===== src/rtl/fluid_fixed_pkg.sv =====
// Shared fixed-point definitions for the fluid velocity path: default word
// format, saturation constant and the magnitude-squared feeder state encoding.
package fluid_fixed_pkg;

    localparam int FIX_WIDTH = 32;
    localparam int FIX_FBITS = 16;

    // Largest radicand the sqrt stage accepts; used when vx^2+vy^2 overflows.
    localparam logic [FIX_WIDTH-1:0] SAT_MAX = {FIX_WIDTH{1'b1}};

    typedef logic signed [FIX_WIDTH-1:0] fix_t;

    typedef enum logic [2:0] {
        IDLE,
        SQ_X,
        SQ_Y,
        SUM,
        ISSUE,
        WAIT
    } feed_state_t;

endpackage


===== src/rtl/mul_shift_add.sv =====
// Unsigned WIDTH x WIDTH sequential shift-add multiplier, one multiplier bit
// per clock. The load cycle already retires bit 0, so the product is ready
// (done high) WIDTH-1 edges after the loading edge. The caller sequences it.
module mul_shift_add
    import fluid_fixed_pkg::*;
#(
    parameter int WIDTH = FIX_WIDTH
) (
    input  logic                 clk,
    input  logic                 rst_n,
    input  logic                 load,
    input  logic [WIDTH-1:0]     a,
    input  logic [WIDTH-1:0]     b,
    output logic [2*WIDTH-1:0]   prod,
    output logic                 done
);

    localparam int CW = $clog2(WIDTH);
    localparam logic [CW-1:0] LAST_STEP = CW'(WIDTH - 1);

    // Upper half accumulates partial sums, lower half holds the unconsumed
    // multiplier bits; each step adds the multiplicand if the LSB is set and
    // shifts the whole register right by one.
    logic [2*WIDTH-1:0] p_reg, p_next;
    logic [WIDTH-1:0]   a_reg, a_next;
    logic [CW-1:0]      cnt_reg, cnt_next;

    function automatic logic [2*WIDTH-1:0] step(input logic [2*WIDTH-1:0] p,
                                                input logic [WIDTH-1:0]   m);
        logic [WIDTH:0] hi;
        hi = {1'b0, p[2*WIDTH-1:WIDTH]} + (p[0] ? {1'b0, m} : {(WIDTH+1){1'b0}});
        return {hi, p[WIDTH-1:1]};
    endfunction

    // Next-state: load performs the first step, then keep stepping until the count runs out.
    always_comb begin
        p_next   = p_reg;
        a_next   = a_reg;
        cnt_next = cnt_reg;
        if (load) begin
            p_next   = step({{WIDTH{1'b0}}, b}, a);
            a_next   = a;
            cnt_next = LAST_STEP;
        end else if (cnt_reg != '0) begin
            p_next   = step(p_reg, a_reg);
            cnt_next = cnt_reg - CW'(1);
        end
    end

    // Multiplier state registers.
    always_ff @(posedge clk or negedge rst_n) begin
        if (!rst_n) begin
            p_reg   <= '0;
            a_reg   <= '0;
            cnt_reg <= '0;
        end else begin
            p_reg   <= p_next;
            a_reg   <= a_next;
            cnt_reg <= cnt_next;
        end
    end

    assign prod = p_reg;
    assign done = (cnt_reg == '0);

endmodule


===== src/rtl/vec_mag_sq_feed.sv =====
// Computes the saturated magnitude-squared of a signed 2-D velocity sample
// using one shared sequential multiplier, then hands the radicand to the
// downstream sqrt stage with a start pulse and waits for its done pulse.
module vec_mag_sq_feed
    import fluid_fixed_pkg::*;
#(
    parameter int WIDTH = FIX_WIDTH,
    parameter int FBITS = FIX_FBITS
) (
    input  logic                    clk,
    input  logic                    rst_n,
    input  logic                    in_valid,
    output logic                    in_ready,
    input  logic signed [WIDTH-1:0] vx,
    input  logic signed [WIDTH-1:0] vy,
    output logic                    sqrt_start,
    output logic [WIDTH-1:0]        sqrt_rad,
    input  logic                    sqrt_done,
    output logic                    busy,
    output logic                    sat
);

    feed_state_t state_reg, state_next;

    logic [WIDTH-1:0]   ay_reg;
    logic [2*WIDTH-1:0] sqx_reg, sqy_reg;
    logic [WIDTH-1:0]   rad_reg;
    logic               sat_reg;

    logic               mul_load;
    logic [WIDTH-1:0]   mul_op;
    logic [2*WIDTH-1:0] mul_prod;
    logic               mul_done;

    // Magnitudes of both components; negating the most negative value wraps
    // to 2^(WIDTH-1), which is exactly right when read as unsigned.
    logic [WIDTH-1:0] comp_in  [2];
    logic [WIDTH-1:0] comp_abs [2];
    assign comp_in[0] = vx;
    assign comp_in[1] = vy;

    genvar gi;
    generate
        for (gi = 0; gi < 2; gi++) begin : g_abs
            assign comp_abs[gi] = comp_in[gi][WIDTH-1] ? -comp_in[gi] : comp_in[gi];
        end
    endgenerate

    // Squares are already scaled back by FBITS, so their sum fits in 2*WIDTH+1 bits.
    logic [2*WIDTH:0] sum_w;
    logic             sum_sat;
    assign sum_w   = {1'b0, sqx_reg} + {1'b0, sqy_reg};
    assign sum_sat = |sum_w[2*WIDTH:WIDTH];

    // The x operand goes straight from the input port on the accepting edge;
    // y was latched then and is fed once the x square is stored.
    assign mul_op = (state_reg == IDLE) ? comp_abs[0] : ay_reg;

    mul_shift_add #(
        .WIDTH (WIDTH)
    ) u_mul (
        .clk   (clk),
        .rst_n (rst_n),
        .load  (mul_load),
        .a     (mul_op),
        .b     (mul_op),
        .prod  (mul_prod),
        .done  (mul_done)
    );

    // State register.
    always_ff @(posedge clk or negedge rst_n) begin
        if (!rst_n) state_reg <= IDLE;
        else        state_reg <= state_next;
    end

    // Next-state logic; sqrt_done is only meaningful while waiting.
    always_comb begin
        state_next = state_reg;
        case (state_reg)
            IDLE:    if (in_valid) state_next = SQ_X;
            SQ_X:    if (mul_done) state_next = SQ_Y;
            SQ_Y:    if (mul_done) state_next = SUM;
            SUM:     state_next = ISSUE;
            ISSUE:   state_next = WAIT;
            WAIT:    if (sqrt_done) state_next = IDLE;
            default: state_next = IDLE;
        endcase
    end

    // Output and multiplier-control decode from the current state.
    always_comb begin
        in_ready   = (state_reg == IDLE);
        busy       = (state_reg != IDLE);
        sqrt_start = (state_reg == ISSUE);
        mul_load   = ((state_reg == IDLE) && in_valid) ||
                     ((state_reg == SQ_X) && mul_done);
    end

    // Datapath: latch |vy| on accept, capture each scaled square, then form the radicand.
    always_ff @(posedge clk or negedge rst_n) begin
        if (!rst_n) begin
            ay_reg  <= '0;
            sqx_reg <= '0;
            sqy_reg <= '0;
            rad_reg <= '0;
            sat_reg <= 1'b0;
        end else begin
            if ((state_reg == IDLE) && in_valid)
                ay_reg <= comp_abs[1];
            if ((state_reg == SQ_X) && mul_done)
                sqx_reg <= mul_prod >> FBITS;
            if ((state_reg == SQ_Y) && mul_done)
                sqy_reg <= mul_prod >> FBITS;
            if (state_reg == SUM) begin
                rad_reg <= sum_sat ? {WIDTH{1'b1}} : sum_w[WIDTH-1:0];
                sat_reg <= sum_sat;
            end
        end
    end

    assign sqrt_rad = rad_reg;
    assign sat      = sat_reg;

endmodule


===== config.mk =====
export PLATFORM = sky130hd
export DESIGN_NAME = vec_mag_sq_feed
export DESIGN_NICKNAME = d
export VERILOG_FILES = /design/src/rtl/fluid_fixed_pkg.sv /design/src/rtl/mul_shift_add.sv /design/src/rtl/vec_mag_sq_feed.sv
export SDC_FILE = /design/constraint.sdc
export NUM_CORES = 1
export LEC_CHECK = 0
export BUFFER_PORTS_ARGS = -buffer_cell sky130_fd_sc_hd__buf_2
export CAP_MARGIN = 20
export CORE_MARGIN = 5
export CORE_UTILIZATION = 35
export CTS_CLUSTER_SIZE = 30
export DETAILED_ROUTE_END_ITERATION = 8
export GPL_TIMING_DRIVEN = 0
export PLACE_DENSITY_LB_ADDON = 0.15
export SYNTH_ARGS = -nofsm -noshare
export SYNTH_HDL_FRONTEND = slang
export SYNTH_SLANG_ARGS = --single-unit

===== constraint.sdc =====
create_clock -name clk -period 7.6 [get_ports clk]
set_input_delay 0.76 -clock clk [delete_from_list [all_inputs] [get_ports clk]]
set_output_delay 0.76 -clock clk [all_outputs]
set_load 0.005 [all_outputs]

==> results of run 1 <==
## cells in the mapped netlist (11+ instances only)
| master | n | area [sq um] |
|---|---|---|
| mux2_2 | 98 | 1100 |
| clkbuf_1 | 62 | 233 |
| mux2i_1 | 12 | 120 |
| o21a_1 | 12 | 90.1 |
| o21ai_0 | 146 | 731 |
| buf_6 | 12 | 135 |
| a21o_1 | 23 | 173 |
| a21oi_2 | 33 | 289 |
| or3_1 | 13 | 81.3 |
| inv_1 | 26 | 97.6 |
| xor2_1 | 84 | 736 |
| a22oi_1 | 24 | 180 |
| buf_1 | 12 | 45.0 |
| nand2b_1 | 13 | 81.3 |
| nand3_1 | 21 | 105 |
| xnor2_1 | 31 | 272 |
| nor3_1 | 20 | 100 |
| a211oi_1 | 12 | 90.1 |
| nand4_1 | 26 | 163 |
| o21bai_1 | 13 | 97.6 |
| nor2b_1 | 11 | 68.8 |
| o31ai_1 | 22 | 165 |
| dfrtp_1 | 265 | 6630 |
| o22ai_1 | 29 | 181 |
| a21oi_1 | 148 | 741 |
| nor2_1 | 154 | 578 |
| nand2_1 | 186 | 698 |
| ha_1 | 83 | 1040 |
| or4_1 | 13 | 97.6 |
| and2_1 | 35 | 219 |
## layer usage
layer,part of all wire (%),global-route usage [%]
met4,2.8,5.24
met5,0,0
met3,3.9,2.27
met2,46,31.0
met1,47,27.3
## area by class of cell
| class | instances | area, sq um | share of cell area (%) |
|---|---|---|---|
| Clock buffer | 41 | 872 | 4.58 |
| Buffer | 91 | 465 | 2.44 |
| Antenna cell | 1 | 2.50 | 0.0131 |
| Tap cell | 607 | 759 | 3.98 |
| Clock inverter | 15 | 245 | 1.29 |
| Timing Repair Buffer | 105 | 581 | 3.05 |
| Inverter | 27 | 101 | 0.532 |
| Sequential cell | 265 | 6630 | 34.8 |
| Multi-Input combinational cell | 1404 | 9400 | 49.3 |
## final timing paths
kind,start,end,depth (start not counted)
worst min register to register,u_mul.a_reg[11]$_DFFE_PN0N_,u_mul.a_reg[11]$_DFFE_PN0N_,2
worst max register to register,u_mul.prod[0]$_DFFE_PN0P_,u_mul.prod[62]$_DFFE_PN0P_,13
min in group clk,u_mul.a_reg[11]$_DFFE_PN0N_,u_mul.a_reg[11]$_DFFE_PN0N_,2
worst min-delay path,rst_n,ay_reg[13]$_DFFE_PN0P_,1
worst max-delay path,u_mul.prod[0]$_DFFE_PN0P_,u_mul.prod[62]$_DFFE_PN0P_,13
max in group asynchronous,rst_n,sqy_reg[26]$_DFFE_PN0P_,2
## per-stage QoR
step / setup WS [ns] / instance area (sq um) / util, %
floorplan: 4.11 / 16600 / -
global placement: 0.765 / 17900 / 38.2
detailed placement: 3.35 / 17900 / 38.4
CTS: 3.32 / 19100 / 40.8
global route: 3.07 / 19100 / 40.8
finish: 3.34 / 19100 / 40.8
## critical path, cell delays in order (launching register included)
cell	delay, ns
dfrtp_1	0.47
clkbuf_1	0.35
and2_1	0.19
ha_1	0.28
a21oi_1	0.17
o21ai_0	0.14
a2111oi_0	0.62
o31a_1	0.18
o21ai_0	0.31
a21oi_1	0.40
a211oi_1	0.21
o41ai_1	0.46
mux2i_1	0.25
a21oi_1	0.08
## power breakdown
| part | internal [mW] | leakage, nW | switching [mW] |
|---|---|---|---|
| registers | 1.98 | 3.39 | 0.463 |
| logic | 1.22 | 4.55 | 1.84 |
| clock network | 1.00 | 0.546 | 0.609 |
| total | 4.20 | 8.49 | 2.91 |
## cell usage in the layout, fill, tap and decap left out, types with 11 or more instances in the layout
cell	count
ha_1	83
nand3_1	21
or4_1	13
nor3_1	20
buf_1	12
o21a_1	12
a21o_1	23
clkbuf_16	30
buf_6	12
o22ai_1	29
buf_2	102
a22oi_1	24
mux2_2	98
xnor2_1	31
a21oi_2	33
nor2_1	154
clkbuf_1	65
nand4_1	26
or3_1	13
and2_1	35
a21oi_1	148
o21ai_0	146
o31ai_1	22
mux2i_1	12
a211oi_1	12
dfrtp_1	265
xor2_1	84
nor2b_1	11
o21bai_1	13
nand2b_1	13
nand2_1	186
inv_1	26
## kinds of logic after synthesis
family          after synthesis  synth area share (%)
compound gates              544                  20.8
xor+xnor                    115                  6.07
fa+ha+maj                    85                  6.50
buf+inv                     118                  3.41
flops                       265                  39.9
mux                         110                  7.37
simple gates                550                  15.9
==> impl_metrics.csv, run 1 <==
group,metric,value,unit
drt,viasPerCell,5.50,
clock_network,cts_resized,0,
critical_path,critPathLaunchType,"flop",
synth,synth_cells,1787,
timing,holdWs,0.0601,ns
pwr,p_leak,8.49,nW
pwr,ir_drop,0.187,mV
finish,nets,2077,
clock_network,ctsLongestPathBuffers,3,
drt,routed-via-count,14000,
timing,finalHoldViolCount,0,
clock_network,post-cts-setup-buffers,0,
finish,instances_no_fill,2556,
finish,final_layout_size_suffix_gt1_share,17.4,%
clock_network,holdBufCountCts,0,
critical_path,worstSetupPathType,"flop to flop",
timing,slew_headroom,36.4,%
critical_path,cp.required,8.03,ns
finish,area_delta_synth_final,14.8,%
drt,drtIter0Drc,874,
placement,numPortBuffers,103,
drt,drc,0,
critical_path,cp.arrival,4.69,ns
timing,setup_viol,0,
drt,wire_per_inst,20.1,um
synth,syn_nets,1940,
floorplanning,die_w,228,um
synth,synth-main-ff-cell,"dfrtp_1",
synth,ys_types,82,
drt,drtPass1Iterations,5,
floorplanning,core,46800,sq um
floorplanning,io_pins,104,
clock_network,insertion_delay,0.58,ns
global_routing,grt_pass1_vias,13900,
placement,dp_cells,2499,
placement,dp_hpwl,39.9,mm
clock_network,numCtsBuffers,30,
timing,tightest_slew,0.951,ns
global_routing,global_route.usage.total,19.2,%
min_path,hold_path_class,"input pin to asynchronous set/reset pin",
run,drv_cap,0,
finish,nFillCells,4731,
synth,synth-edff-count,0,
synth,ys_seq_elements,265,
pwr,power_per_cell_area,373,nW/um^2
pwr,total_power,7.11,mW
clock_network,clkSlewWorstSetupHoldPaths,0.06,ns
clock_network,cts_sinks,265,
drt,antenna_left,0,
critical_path,reg2reg_slack,3.34,ns
timing,fin_skew,0.0190,ns
floorplanning,die_area,51900,sq um
critical_path,worstPathMaxFanout,10,
timing,rsz0062_at_grt,"no",
placement,gp_congestion,0.870,
global_routing,grt_max_degree,124,
synth,syn_area,16600,sq um
floorplanning,initial_core_util,35.5,%
timing,fin_crit_sh,56.0,%
timing,fmax,235,MHz
synth,ys_seq_area_share,39.9,%
floorplanning,die_y,228,um
clock_network,cts_tree,"yes",
finish,largest_reg_flops,64,
timing,min_period,4.26,ns
critical_path,cp-end-kind,"flop",
global_routing,antenna_found_initial,1,
synth,yosysWarnings,0,
floorplanning,rows,79,
timing,slew_viol_final,0,
drt,drt-total-wl,51.4,mm
clock_network,cts_root_buf,"clkbuf_16",
synth,avgSynthCellArea,9.29,sq um
global_routing,grt.overflow.total,0,
synth,synthArstFlopShare,100,%
clock_network,htree_levels,1,
global_routing,grt_pass1_wl,81.0,mm
timing,setup_tns,0,ns
status,outcome,"finished, final reports clean",
Note: power is estimated with default switching activity, not from simulation.
==> inputs of run 2 (changes only) <==
==> constraint.sdc (replaced) <==
create_clock -name clk -period 4.1 [get_ports clk]
set_input_delay 0.41 -clock clk [delete_from_list [all_inputs] [get_ports clk]]
set_output_delay 0.41 -clock clk [all_outputs]
set_load 0.005 [all_outputs]
==> run 2 against run 1 <==
Setup slack got worse by 3.2 ns. Largest power group unchanged. Critical path depth is 1 higher. Clock-buffer cell count is the same. Clock power increased by 86%. Register-to-register slack worse by 3.2 ns. Combinational power grew 86%.
==> impl_metrics.csv, run 2 (synthesis results as in run 1) <==
group,metric,value,unit
finish,area_delta_synth_final,15.2,%
pwr,power_frac_comb,43.1,%
clock_network,clkSlewWorstSetupHoldPaths,0.06,ns
floorplanning,die_y,228,um
timing,fin_crit_sh,95.4,%
global_routing,global_route.usage.total,19.2,%
clock_network,insertion_delay,0.58,ns
timing,fmax,256,MHz
finish,final_layout_size_suffix_gt1_share,17.7,%
critical_path,worstSetupPathType,"flop to flop",
timing,slew_headroom,36.5,%
critical_path,worstPathMaxFanout,10,
floorplanning,die_area,51900,sq um
drt,drtIter0Drc,965,
drt,viasPerCell,5.50,
critical_path,cp-end-kind,"flop",
finish,nets,2080,
clock_network,htree_levels,1,
drt,drt-total-wl,51.4,mm
clock_network,cts_sinks,265,
clock_network,cts_root_buf,"clkbuf_16",
critical_path,cpPeakStageDelay,0.45,ns
critical_path,critPathLaunchType,"flop",
drt,routed-via-count,14100,
global_routing,grt.overflow.total,0,
finish,nFillCells,4727,
placement,gp_congestion,0.870,
pwr,total_power,13.2,mW
finish,most-common-layout-cells,"265 x dfrtp_1, 186 x nand2_1, 154 x nor2_1, 147 x a21oi_1, 145 x o21ai_0",
clock_network,ctsLongestPathBuffers,3,
placement,numPortBuffers,103,
drt,wire_per_inst,20.1,um
placement,dp_hpwl,39.9,mm
global_routing,antenna_found_initial,1,
pwr,p_leak,8.52,nW
timing,setup_viol,0,
timing,min_period,3.91,ns
critical_path,crit_top_cell,"a21oi_1",
clock_network,cts_tree,"yes",
timing,slew_viol_final,0,
floorplanning,initial_core_util,35.5,%
timing,rsz0062_at_grt,"no",
timing,finalHoldViolCount,0,
global_routing,grt_max_degree,124,
clock_network,numCtsBuffers,30,
pwr,ir_drop,0.346,mV
critical_path,worst_path_max_delay_cell,"or4_4",
critical_path,path_cells,"ha_1 -> clkbuf_1 -> a21oi_1 -> o21ai_1 -> a21oi_1 -> o21ai_0 -> a221oi_1 -> and4b_1 -> o2111ai_1 -> or4_4 -> nor4_4 -> buf_12 -> buf_6 -> a21oi_2",
floorplanning,rows,79,
pwr,switchingPower,5.41,mW
floorplanning,die_w,228,um
status,outcome,"finished, final reports clean",
timing,fin_skew,0.0163,ns
finish,final_common_cell,"dfrtp_1",
drt,antenna_left,0,
pwr,swShare,41.0,%
critical_path,cp.arrival,4.36,ns
floorplanning,io_pins,104,
pwr,power_per_cell_area,691,nW/um^2
min_path,hold_path_class,"input pin to flop",
finish,largest_reg_flops,64,
critical_path,cp.required,4.55,ns
timing,holdWs,0.136,ns
timing,tightest_slew,0.949,ns
timing,setup_tns,0,ns
pwr,power_frac_seq,34.3,%
floorplanning,core,46800,sq um
run,drv_cap,0,
drt,drc,0,
global_routing,grt_pass1_vias,13900,
drt,drtPass1Iterations,5,
pwr,intPower,7.79,mW
global_routing,grt_pass1_wl,81.0,mm
pwr,power_frac_clock,22.7,%
[run 2: path summary, 6_finish.rpt]
path	startpoint	to	slack (ns)	depth (start not counted)
setup / recovery	sqx_reg[37]$_DFFE_PN0P_	sqrt_rad[31]$_DFFE_PN0N_	0.19	14
hold / removal	vy[30]	ay_reg[31]$_DFFE_PN0P_	0.14	3
setup reg to reg	sqx_reg[37]$_DFFE_PN0P_	sqrt_rad[31]$_DFFE_PN0N_	0.19	14
hold reg to reg	u_mul.a_reg[11]$_DFFE_PN0N_	u_mul.a_reg[11]$_DFFE_PN0N_	0.47	2
max in group asynchronous	rst_n	sqrt_rad[20]$_DFFE_PN0N_	2.90	3
min in group asynchronous	rst_n	ay_reg[13]$_DFFE_PN0P_	0.30	2
[run 2: cell type report]
type	instances	area, sq um	area share [%]
inverters	27	101	0.530
well taps	607	759	3.97
clock buffers	41	872	4.56
plain buffers	91	467	2.44
diodes	1	2.50	0.0131
flip-flops and latches	265	6630	34.7
clock inverters	15	245	1.28
multi-input cells	1404	9420	49.3
repair buffers	108	618	3.23
[run 2: power groups by stage]
stage / registers [mW] / logic [mW] / clock network, mW
2_1_floorplan: 4.20 / 4.00 / 0
3_3_place_gp: 4.53 / 5.60 / 0
3_5_place_dp: 4.57 / 5.64 / 0
4_1_cts: 4.53 / 5.70 / 3.07
5_1_grt: 4.66 / 6.35 / 3.19
6_report: 4.52 / 5.69 / 2.99
[run 2: what timing repair did]
| action | 4_1_cts | 5_1_grt |
|---|---|---|
| cloned | 0 | 0 |
| hold buffers | 1 | 0 |
| resized for setup | 3 | 5 |
| buffers inserted | 2 | 0 |
| pin swaps | 1 | 0 |
| setup endpoints to repair | 35 | 37 |
| hold endpoints to repair | 34 | 0 |
[run 2: through the flow]
step           setup WS [ns]  cells  util (%)  cell area, sq um
2_1_floorplan          0.611   1787         -             16600
3_3_place_gp           -2.39   2497      38.2             17900
3_5_place_dp          -0.153   2499      38.4             17900
4_1_cts               0.0659   2558      40.9             19100
5_1_grt               0.0460   2558      40.9             19100
6_report               0.190   2559      40.9             19100
[run 2: metal layers]
layer / part of all wire, % / vias to the layer above / routed length [um] / GRT usage (%)
li1: - / 6764 / - / -
met1: 46 / 6902 / 23900 / 27.3
met2: 46 / 318 / 23800 / 31.0
met3: 4.5 / 78 / 2290 / 2.29
met4: 2.8 / 0 / 1430 / 5.31
met5: 0 / - / 0 / 0
[run 2: worst max-delay path, delay by kind of cell, from the launching register on]
family                   cells  cell delay (ns)
AO/OA/AOI/OAI                7             1.50
adder cells (fa/ha/maj)      1             0.29
flip-flops                   1             0.38
AND/OR/NAND/NOR              3             1.02
buffers and inverters        3             0.57
==> inputs of run 3 (changes only) <==
--- a/config.mk
+++ b/config.mk
@@ -8,11 +8,12 @@
 export BUFFER_PORTS_ARGS = -buffer_cell sky130_fd_sc_hd__buf_2
 export CAP_MARGIN = 20
 export CORE_MARGIN = 5
-export CORE_UTILIZATION = 35
+export CORE_UTILIZATION = 40
 export CTS_CLUSTER_SIZE = 30
 export DETAILED_ROUTE_END_ITERATION = 8
 export GPL_TIMING_DRIVEN = 0
 export PLACE_DENSITY_LB_ADDON = 0.15
+export SETUP_SLACK_MARGIN = 0.2
 export SYNTH_ARGS = -nofsm -noshare
 export SYNTH_HDL_FRONTEND = slang
 export SYNTH_SLANG_ARGS = --single-unit
==> run 3 against run 2 <==
Via count increased by 0.31%. Critical endpoint unchanged. Clock power decreased by 2%. Largest power group unchanged. Register-to-register slack improved by 0.17 ns. Wire length decreased by 2.5%. Clock-buffer cell count increased by 4. Sequential power about the same.
==> impl_metrics.csv, run 3 (synthesis results as in run 1) <==
group,metric,value,unit
timing,finalHoldViolCount,0,
clock_network,insertion_delay,0.55,ns
global_routing,global_route.usage.total,21.9,%
finish,instances_no_fill,2487,
drt,viasPerCell,5.67,
global_routing,grt_pass1_wl,78.3,mm
critical_path,path_cells,"ha_1 -> fa_1 -> a211oi_2 -> o21a_1 -> nor3_2 -> nor2_4 -> o211a_4 -> o21bai_4 -> a221o_1 -> a2111o_1 -> nor4_4 -> buf_4 -> buf_6 -> a21oi_2",
drt,drc,0,
critical_path,cp.buffers_inverters,2,
critical_path,cp-end-kind,"flop",
timing,holdWs,0.163,ns
clock_network,htree_levels,2,
timing,slew_viol_final,0,
global_routing,antenna_found_initial,0,
timing,min_period,3.74,ns
placement,dp_cells,2424,
timing,tightest_slew,0.858,ns
clock_network,clkSlewWorstSetupHoldPaths,0.06,ns
timing,setup_viol,0,
drt,drt-total-wl,50.1,mm
critical_path,worst_path_max_delay_cell,"a2111o_1",
floorplanning,die_y,214,um
run,drv_cap,0,
finish,n_antenna_cell,0,
drt,antenna_left,0,
pwr,power_per_cell_area,690,nW/um^2
timing,rsz0062_at_grt,"yes",
floorplanning,initial_core_util,40.6,%
clock_network,cts_root_buf,"clkbuf_16",
finish,final_layout_size_suffix_gt1_share,18.6,%
global_routing,grt_max_degree,106,
critical_path,cp.required,4.52,ns
finish,largest_reg_flops,64,
timing,fin_crit_sh,91.3,%
drt,drtPass1Iterations,5,
critical_path,worstSetupPathType,"flop to flop",
clock_network,cts_sinks,265,
floorplanning,io_pins,104,
status,outcome,"finished, final reports clean",
critical_path,critPathTopFamily,"compound AO/OA/AOI/OAI gates",
clock_network,cts_tree,"yes",
drt,wire_per_inst,20.1,um
finish,nets,2085,
floorplanning,rows,74,
min_path,hold_path_class,"input pin to flop",
finish,nFillCells,4069,
critical_path,worstPathMaxFanout,10,
pwr,total_power,13.2,mW
pwr,ir_drop,0.362,mV
placement,numPortBuffers,103,
global_routing,grt_pass1_vias,13900,
critical_path,cp.arrival,4.16,ns
clock_network,numCtsBuffers,34,
placement,gp_congestion,0.903,
floorplanning,core,40900,sq um
timing,fmax,267,MHz
finish,seq_area,6630,sq um
finish,most-common-layout-cells,"265 x dfrtp_1, 186 x nand2_1, 154 x nor2_1, 144 x a21oi_1, 144 x o21ai_0",
timing,fin_skew,0.0266,ns
finish,multiInputGateArea,9490,sq um
timing,slew_headroom,42.2,%
drt,routed-via-count,14100,
placement,dp_hpwl,38.7,mm
floorplanning,die_w,214,um
clock_network,ctsLongestPathBuffers,3,
global_routing,grt.overflow.total,0,
drt,drtIter0Drc,885,
pwr,p_leak,8.55,nW
floorplanning,die_area,45700,sq um
finish,final_common_cell,"dfrtp_1",
critical_path,cpPeakStageDelay,0.47,ns
finish,area_delta_synth_final,14.9,%
critical_path,critPathLaunchType,"flop",
run 3: routing by layer:
metal | track usage (%) | vias up | wire length [um]
met5 | 0 | - | 0
met4 | 8.60 | 0 | 1940
met3 | 3.04 | 90 | 2390
met2 | 35.2 | 348 | 23000
met1 | 30.0 | 6875 | 22800
li1 | - | 6793 | -
run 3: path summary, 6_finish.rpt:
path	end	depth (start not counted)	slack (ns)	start
max reg2reg	sqrt_rad[31]$_DFFE_PN0N_	14	0.36	sqx_reg[0]$_DFFE_PN0P_
min reg2reg	u_mul.a_reg[25]$_DFFE_PN0N_	1	0.47	u_mul.a_reg[25]$_DFFE_PN0N_
min in group asynchronous	sqrt_rad[2]$_DFFE_PN0N_	2	0.40	rst_n
min	ay_reg[26]$_DFFE_PN0P_	3	0.16	vy[26]
max	sqrt_rad[31]$_DFFE_PN0N_	14	0.36	sqx_reg[0]$_DFFE_PN0P_
max in group asynchronous	u_mul.a_reg[14]$_DFFE_PN0N_	4	2.34	rst_n
run 3: report_power, final:
part	switching (mW)	internal, mW	total, mW
Clock	1.20	1.73	2.93
Combinational	3.42	2.28	5.70
Sequential	0.851	3.67	4.52
run 3: layout make-up:
type / count / share of cell area [%]
inverter: 27 / 0.532
multi-input combinational: 1404 / 49.8
clock buffer: 45 / 5.05
buffer: 91 / 2.48
sequential: 265 / 34.8
tap: 532 / 3.49
timing repair buffer: 109 / 3.22
clock inverter: 14 / 0.676
run 3: per-stage QoR:
stage	setup TNS, ns	setup slack (ns)	util [%]	area [sq um]
after floorplan	0	0.611	-	16600
after global placement	-591.98	-2.25	43.4	17800
after detailed placement	-3.85	-0.142	43.6	17800
after CTS	0	0.228	46.4	19000
after global routing	0	0.169	46.6	19100
final	0	0.357	46.6	19100
run 3: worst min-delay path, cell delays in order:
cell	delay (ns)
buf_2	0.09
xor2_1	0.06
o21ai_1	0.10
run 3: repair_timing:
action,CTS,global route
buffers inserted,2,1
pin swaps,1,3
cloned,0,0
hold endpoints to repair,63,0
setup endpoints to repair,38,38
hold buffers,1,0
gates resized for setup,4,26
